--- src/rtl/uart_tx_fifo_if.sv ---
// Host-side bundle for uart_tx_fifo: byte push strobe, flag clear, status flags and serial line.
// The host drives through the master modport; the transmitter sits on the slave modport.
interface uart_tx_fifo_if;
  logic       trmt;
  logic [7:0] tx_data;
  logic       clr_done;
  logic       TX;
  logic       tx_done;
  logic       busy;
  logic       full;
  logic       ovf;

  modport master (
    output trmt, tx_data, clr_done,
    input  TX, tx_done, busy, full, ovf
  );

  modport slave (
    input  trmt, tx_data, clr_done,
    output TX, tx_done, busy, full, ovf
  );
endinterface

--- src/rtl/uart_tx_fifo.sv ---
// UART transmitter (8N1, LSB first) draining a small byte FIFO back-to-back without idle gaps.
// Define UART_TX_PARITY_EN to insert an even parity bit before the stop bit (11-bit frame).
module uart_tx_fifo #(
  parameter int BAUD_DIV   = 2604,
  parameter int FIFO_DEPTH = 4
) (
  input  logic          clk,
  input  logic          rst,
  uart_tx_fifo_if.slave bus
);

  localparam int PTR_W = (FIFO_DEPTH > 1) ? $clog2(FIFO_DEPTH) : 1;
  localparam int CNT_W = PTR_W + 1;
`ifdef UART_TX_PARITY_EN
  localparam int NBITS = 11;
`else
  localparam int NBITS = 10;
`endif
  localparam logic [12:0]      BAUD_RELOAD = 13'(BAUD_DIV - 1);
  localparam logic [CNT_W-1:0] DEPTH_C     = CNT_W'(FIFO_DEPTH);
  localparam logic [3:0]       LAST_BIT    = 4'(NBITS - 1);

  typedef enum logic {IDLE, XMIT} state_e;

  state_e           state_q, state_d;
  logic [7:0]       mem_q [FIFO_DEPTH];
  logic [PTR_W-1:0] wr_ptr_q, wr_ptr_d;
  logic [PTR_W-1:0] rd_ptr_q, rd_ptr_d;
  logic [CNT_W-1:0] count_q, count_d;
  logic [NBITS-1:0] shift_q, shift_d;
  logic [12:0]      baud_cnt_q, baud_cnt_d;
  logic [3:0]       bit_cnt_q, bit_cnt_d;
  logic             tx_done_q, tx_done_d;
  logic             ovf_q, ovf_d;

  logic full, empty, push, pop, set_done;

  // Shift register image: start bit in [0], stop bit in [NBITS-1].
  function automatic logic [NBITS-1:0] frame_of(input logic [7:0] b);
`ifdef UART_TX_PARITY_EN
    return {1'b1, ^b, b, 1'b0};
`else
    return {1'b1, b, 1'b0};
`endif
  endfunction

  assign full  = (count_q == DEPTH_C);
  assign empty = (count_q == '0);
  assign push  = bus.trmt && !full;

  // NOTE: every always_comb output gets a default first, so no path can infer a latch.
  always_comb begin
    state_d    = state_q;
    shift_d    = shift_q;
    baud_cnt_d = baud_cnt_q;
    bit_cnt_d  = bit_cnt_q;
    pop        = 1'b0;
    set_done   = 1'b0;
    case (state_q)
      IDLE: begin
        if (!empty) begin
          pop        = 1'b1;
          state_d    = XMIT;
          shift_d    = frame_of(mem_q[rd_ptr_q]);
          baud_cnt_d = BAUD_RELOAD;
          bit_cnt_d  = '0;
        end
      end
      XMIT: begin
        if (baud_cnt_q != '0) begin
          baud_cnt_d = baud_cnt_q - 13'd1;
        end else if (bit_cnt_q != LAST_BIT) begin
          shift_d    = {1'b1, shift_q[NBITS-1:1]};
          bit_cnt_d  = bit_cnt_q + 4'd1;
          baud_cnt_d = BAUD_RELOAD;
        end else if (!empty) begin
          // Stop bit done with more data queued: next start bit follows with no idle gap.
          pop        = 1'b1;
          shift_d    = frame_of(mem_q[rd_ptr_q]);
          baud_cnt_d = BAUD_RELOAD;
          bit_cnt_d  = '0;
        end else begin
          state_d   = IDLE;
          shift_d   = {1'b1, shift_q[NBITS-1:1]};
          bit_cnt_d = '0;
          set_done  = 1'b1;
        end
      end
      default: state_d = IDLE;
    endcase
  end

  always_comb begin
    wr_ptr_d = push ? wr_ptr_q + 1'b1 : wr_ptr_q;
    rd_ptr_d = pop  ? rd_ptr_q + 1'b1 : rd_ptr_q;
    count_d  = count_q;
    if (push && !pop)      count_d = count_q + 1'b1;
    else if (!push && pop) count_d = count_q - 1'b1;
  end

  // A clear beats an accepted push, which beats the end-of-queue set.
  always_comb begin
    tx_done_d = tx_done_q;
    if (bus.clr_done)  tx_done_d = 1'b0;
    else if (push)     tx_done_d = 1'b0;
    else if (set_done) tx_done_d = 1'b1;
    ovf_d = ovf_q;
    if (bus.clr_done)          ovf_d = 1'b0;
    else if (bus.trmt && full) ovf_d = 1'b1;
  end

  // NOTE: sequential state uses non-blocking assignments so all registers update together.
  always_ff @(posedge clk) begin
    if (rst) begin
      state_q    <= IDLE;
      wr_ptr_q   <= '0;
      rd_ptr_q   <= '0;
      count_q    <= '0;
      shift_q    <= '1;
      baud_cnt_q <= '0;
      bit_cnt_q  <= '0;
      tx_done_q  <= 1'b0;
      ovf_q      <= 1'b0;
    end else begin
      state_q    <= state_d;
      wr_ptr_q   <= wr_ptr_d;
      rd_ptr_q   <= rd_ptr_d;
      count_q    <= count_d;
      shift_q    <= shift_d;
      baud_cnt_q <= baud_cnt_d;
      bit_cnt_q  <= bit_cnt_d;
      tx_done_q  <= tx_done_d;
      ovf_q      <= ovf_d;
    end
  end

  // NOTE: FIFO storage has no reset; count and pointers alone decide which entries are valid.
  always_ff @(posedge clk) begin
    if (push) mem_q[wr_ptr_q] <= bus.tx_data;
  end

  assign bus.TX      = shift_q[0];
  assign bus.tx_done = tx_done_q;
  assign bus.busy    = (state_q == XMIT) || !empty;
  assign bus.full    = full;
  assign bus.ovf     = ovf_q;

endmodule

--- src/flat_wrapper.sv ---
// flat-port wrapper written by rule: the top's interface ports become plain ports
module uart_tx_fifo_flat 
#(
  parameter int BAUD_DIV   = 2604,
  parameter int FIFO_DEPTH = 4
)
  (clk, rst, bus_trmt, bus_tx_data, bus_clr_done, bus_TX, bus_tx_done, bus_busy, bus_full, bus_ovf);
  uart_tx_fifo_if bus_i ();
  input  logic clk;
  input  logic rst;
  input wire logic [$bits(bus_i.trmt)-1:0] bus_trmt;
  input wire logic [$bits(bus_i.tx_data)-1:0] bus_tx_data;
  input wire logic [$bits(bus_i.clr_done)-1:0] bus_clr_done;
  output wire logic [$bits(bus_i.TX)-1:0] bus_TX;
  output wire logic [$bits(bus_i.tx_done)-1:0] bus_tx_done;
  output wire logic [$bits(bus_i.busy)-1:0] bus_busy;
  output wire logic [$bits(bus_i.full)-1:0] bus_full;
  output wire logic [$bits(bus_i.ovf)-1:0] bus_ovf;
  assign bus_i.trmt = bus_trmt;
  assign bus_i.tx_data = bus_tx_data;
  assign bus_i.clr_done = bus_clr_done;
  assign bus_TX = bus_i.TX;
  assign bus_tx_done = bus_i.tx_done;
  assign bus_busy = bus_i.busy;
  assign bus_full = bus_i.full;
  assign bus_ovf = bus_i.ovf;
  uart_tx_fifo #(.BAUD_DIV(BAUD_DIV), .FIFO_DEPTH(FIFO_DEPTH)) u_core (.clk(clk), .rst(rst), .bus(bus_i));
endmodule
--- config.mk ---
export PLATFORM = sky130hd
export DESIGN_NAME = uart_tx_fifo_flat
export DESIGN_NICKNAME = d
export VERILOG_FILES = /design/src/rtl/uart_tx_fifo_if.sv /design/src/rtl/uart_tx_fifo.sv /design/src/flat_wrapper.sv
export SDC_FILE = /design/constraint.sdc
export NUM_CORES = 1
export LEC_CHECK = 0
export BUFFER_PORTS_ARGS = -buffer_cell sky130_fd_sc_hd__buf_2
export CAP_MARGIN = 20
export CORE_MARGIN = 2
export CORE_UTILIZATION = 55
export DETAILED_ROUTE_END_ITERATION = 7
export PLACE_DENSITY = 0.73
export SKIP_CTS_REPAIR_TIMING = 1
export SYNTH_ARGS = -nofsm -noshare
export SYNTH_HDL_FRONTEND = slang
export SYNTH_SLANG_ARGS = --single-unit
export TNS_END_PERCENT = 30
--- constraint.sdc ---
create_clock -name clk -period 3.3 [get_ports clk]
set_input_delay 0.165 -clock clk [delete_from_list [all_inputs] [get_ports clk]]
set_output_delay 0.165 -clock clk [all_outputs]
set_load 0.03 [all_outputs]
==> summary.md <==
| Metric | Value |
|---|---|
| Status | `finished clean` |
| Syn Area/Cell | `about 12 um^2` |
| Reported leakage power | `roughly 1.3 nW` |
| Layout area overhead | `10.8%` |
| NetSw | `1.20 mW` |
| CTS sink count | `70` |
| Combined buffer and inverter count along the critical path | `2` |
| Startpoint-to-endpoint class of the critical path | `reg -> reg` |
| Footprint of the multi-input gates | `about 0.0014 mm^2` |
| Kind of cell adding the most delay to the critical path | `adder cells` |
| Fraction of synthesized cell area taken by the top area cell type | `29.7%` |
| Worst endpoint data arrival time | `a little over 3 ns` |
| PnR worst setup slack | `about 0.52 ns` |
| Wirelength per Cell | `16.8 um` |
| Cell accounting for the most synthesized area | `sky130_fd_sc_hd__edfxtp_1` |
| Number of antenna violations at the first check in global routing | `0` |
| Flip-flop cell with the highest count after synthesis | `sky130_fd_sc_hd__dfxtp_1` |
| Global routing usage summed across all routing layers | `a little over a fifth` |
| DR vias | `2209` |
| Initial DRC count | `165` |
| Final Max Tran Viols | `0` |
| Setup tns final | `0 ns` |
| Total wire length | `just over 6000 um` |
| Proportion of power drawn by the clock network | `~22%` |
| Kind of start point of the critical path | `flop` |
| Post-layout min period | `between 2 and 3 ns` |
| Part of the Yosys area used for sequential elements | `about 53%` |
| Die Ht | `about 81 um` |
| Count of cell types in the netlist | `60` |
| Core area | `roughly 0.0056 mm^2` |
| Worst-skew pair later-pin latency | `0.35 ns` |
| List of cells traversed by the critical path | `inv_1 > ha_1 > nor3b_2 > and4_1 > o21ai_1 > ha_1 > inv_1 > fa_1 > xor2_1 > or3_1 > a21oi_1` |
| Max-Slew Margin vs Limit | `between 50% and 60%` |
| CTS tree | `built` |
| Remaining routing DRC violations | `0` |
| Vias in the first global route | `roughly 2100` |
| Clock root buffer | `sky130_fd_sc_hd__clkbuf_8` |
| Net count of the mapped netlist | `slightly below 300` |
| Clock transition at the registers of the reported paths | `~0.08 ns` |
| Worst-margin pin slew | `a little over 0.7 ns` |
| Cell-internal power | `just under 2 mW` |
| IO Pins | `17` |
| Synth Cell Area | `approximately 0.0032 mm^2` |
| Pre-CTS WS | `about 0.62 ns` |
| Sequential share of power | `roughly 40%` |
| Initial standard-cell utilization of the core | `57.7%` |
| Total power after layout | `3.15 mW` |
| First-pass GRT wire length | `between 10000 and 15000 um` |
| Number of clock buffers inserted by TritonCTS | `9` |
| Biggest area contributors in the synthesized netlist | `sky130_fd_sc_hd__edfxtp_1 30%, sky130_fd_sc_hd__dfxtp_1 24%, sky130_fd_sc_hd__mux4_2 5.6%, sky130_fd_sc_hd__ha_1 3.5%, sky130_fd_sc_hd__mux2i_1 2.8%` |
| Hold slack | `approximately 0.022 ns` |
| Maximum number of pins on one net before global-route repair | `38` |
| Htree depth | `3` |
| Worst min path class | `in -> reg` |
| Detailed-router iteration count before antenna repair | `4` |
| Max VDD drop | `around 0.00047 V` |
| Weighted congestion reported at the end of routability-driven placement | `~0.93` |
| Portion of total power attributed to combinational logic | `a little under two fifths` |
| Number of buffers on the longest clock path | `2` |
| Count of port buffers added during placement | `16` |
| Fmax achieved | `0.359 GHz` |
| Area occupied by registers | `roughly 0.0017 mm^2` |
| Pwr per Cell Area | `between 800 and 900 mW/mm^2` |
| Yosys synthesis warning count | `0` |
| Final net count | `310` |
| RSZ-0062 raised after global routing | `false` |
| Fraction of final layout cells with drive strength greater than 1 | `between 20% and 30%` |
| Required time at the worst-slack endpoint | `3.59 ns` |
| Post-detail-place hpwl | `roughly 4200 um` |
| Asr flop ratio synth | `0%` |
| CP max-delay cell | `sky130_fd_sc_hd__fa_1` |
| Proportion of total power due to net switching | `38.2%` |
| Maximum fanout along the worst path | `6` |
| Portion of the clock cycle consumed by the worst path in the final layout | `between 80% and 90%` |
| Crit path capture type | `flop` |
| Floorplan die area | `between 0.006 and 0.007 mm^2` |
| Number of enable flip-flop cells after synthesis | `32` |
| Delay of the slowest critical-path stage | `about 0.40 ns` |
| Final Skew | `0.00747 ns` |
| Cell count after synthesis | `270` |
| Final number of setup-violating endpoints | `0` |
| Synth cell count leaders | `38 x sky130_fd_sc_hd__dfxtp_1, 32 x sky130_fd_sc_hd__edfxtp_1, 19 x sky130_fd_sc_hd__nor2_1` |
| Total global routing overflow | `0` |
| Routed vias/inst | `between 6 and 7` |
| Maxcap violations | `0` |
| Antenna Nets Post-Route | `0` |
| Number of fill cells | `around 450` |
| Row count | `27` |
| Final Hold Fails | `0` |
| Synthesis-stage register bit count | `70` |
| Most repeated cell in the gate-level netlist after synthesis | `sky130_fd_sc_hd__dfxtp_1` |
| Antenna Diode Count | `0` |
| Die Width | `just over 80 um` |
## state kept, by name, summed over array words and instances, names as in the netlist, named ones only
signal and cells:
u_core.mem_q 32, u_core.baud_cnt_q 13, u_core.wr_ptr_q 2, u_core.bus.ovf 1, u_core.bit_cnt_q 4, u_core.rd_ptr_q 2
u_core.bus.tx_done 1, u_core.state_q 1, u_core.count_q 3, u_core.shift_q 9
## final timing paths
| path | start | to | slack (ns) | cells after the start |
|---|---|---|---|---|
| hold / removal | bus_tx_data[0] | u_core.mem_q[2][0] | 0.02 | 1 |
| setup reg to reg | u_core.baud_cnt_q[0] | u_core.count_q[2] | 0.52 | 11 |
| hold reg to reg | u_core.shift_q[1] | u_core.shift_q[0] | 0.49 | 2 |
| setup / recovery | u_core.baud_cnt_q[0] | u_core.count_q[2] | 0.52 | 11 |
## power by group through the flow
stage	Sequential, mW	Combinational [mW]	Clock [mW]
after detailed placement	1.31	1.15	0
after CTS	1.29	1.16	0.704
after floorplan	1.23	0.964	0
final	1.29	1.17	0.690
after global placement	1.30	1.13	0
after global routing	1.32	1.29	0.737
## cell type report
class                           count  share of cell area (%)
Tap cell                           72                    2.52
Clock inverter                      7                    2.06
Timing Repair Buffer               21                    3.35
Clock buffer                        9                    3.46
Sequential cell                    70                    48.1
Multi-Input combinational cell    176                    39.5
Inverter                           10                    1.05
## placed cells by master (no fill, tap or decap), types with 8 or more instances in the layout
cell type / instances
sky130_fd_sc_hd__mux4_2: 8
sky130_fd_sc_hd__dfxtp_1: 38
sky130_fd_sc_hd__mux2i_1: 9
sky130_fd_sc_hd__ha_1: 9
sky130_fd_sc_hd__edfxtp_1: 32
sky130_fd_sc_hd__inv_1: 10
sky130_fd_sc_hd__nor2_1: 19
sky130_fd_sc_hd__clkbuf_8: 9
sky130_fd_sc_hd__a21oi_1: 12
sky130_fd_sc_hd__buf_2: 16
sky130_fd_sc_hd__nor3_1: 9
## metal layers
layer  wire, um  GRT usage, %  up-vias  part of all wire, %
met1       2800          28.2     1071                   46
met4         93          8.14        0                  1.5
li1           -             -     1082                    -
met3        297          6.29       11                  4.8
met5          0             0        -                    0
met2       2940          33.6       45                   48
## per-stage QoR
stage	instance area (um^2)	util [%]	cells
finish	3580	63.9	365
global route	3580	63.9	365
CTS	3570	63.7	364
detailed placement	3370	60.2	348
global placement	3370	60.2	348
floorplan	3230	-	270
## logic make-up (layout without fill, tap and decap cells)
kind of cell	count (synthesis)	after routing	share of synthesized area, %
multiplexers	19	19	9.06
XOR/XNOR	3	3	0.813
buffers and inverters	24	47	3.02
adder cells (fa/ha/maj)	10	10	4.10
flip-flops	70	70	53.3
AO/OA/AOI/OAI	64	64	15.0
AND/OR/NAND/NOR	80	80	14.7
(Power assumes the default switching activity.)
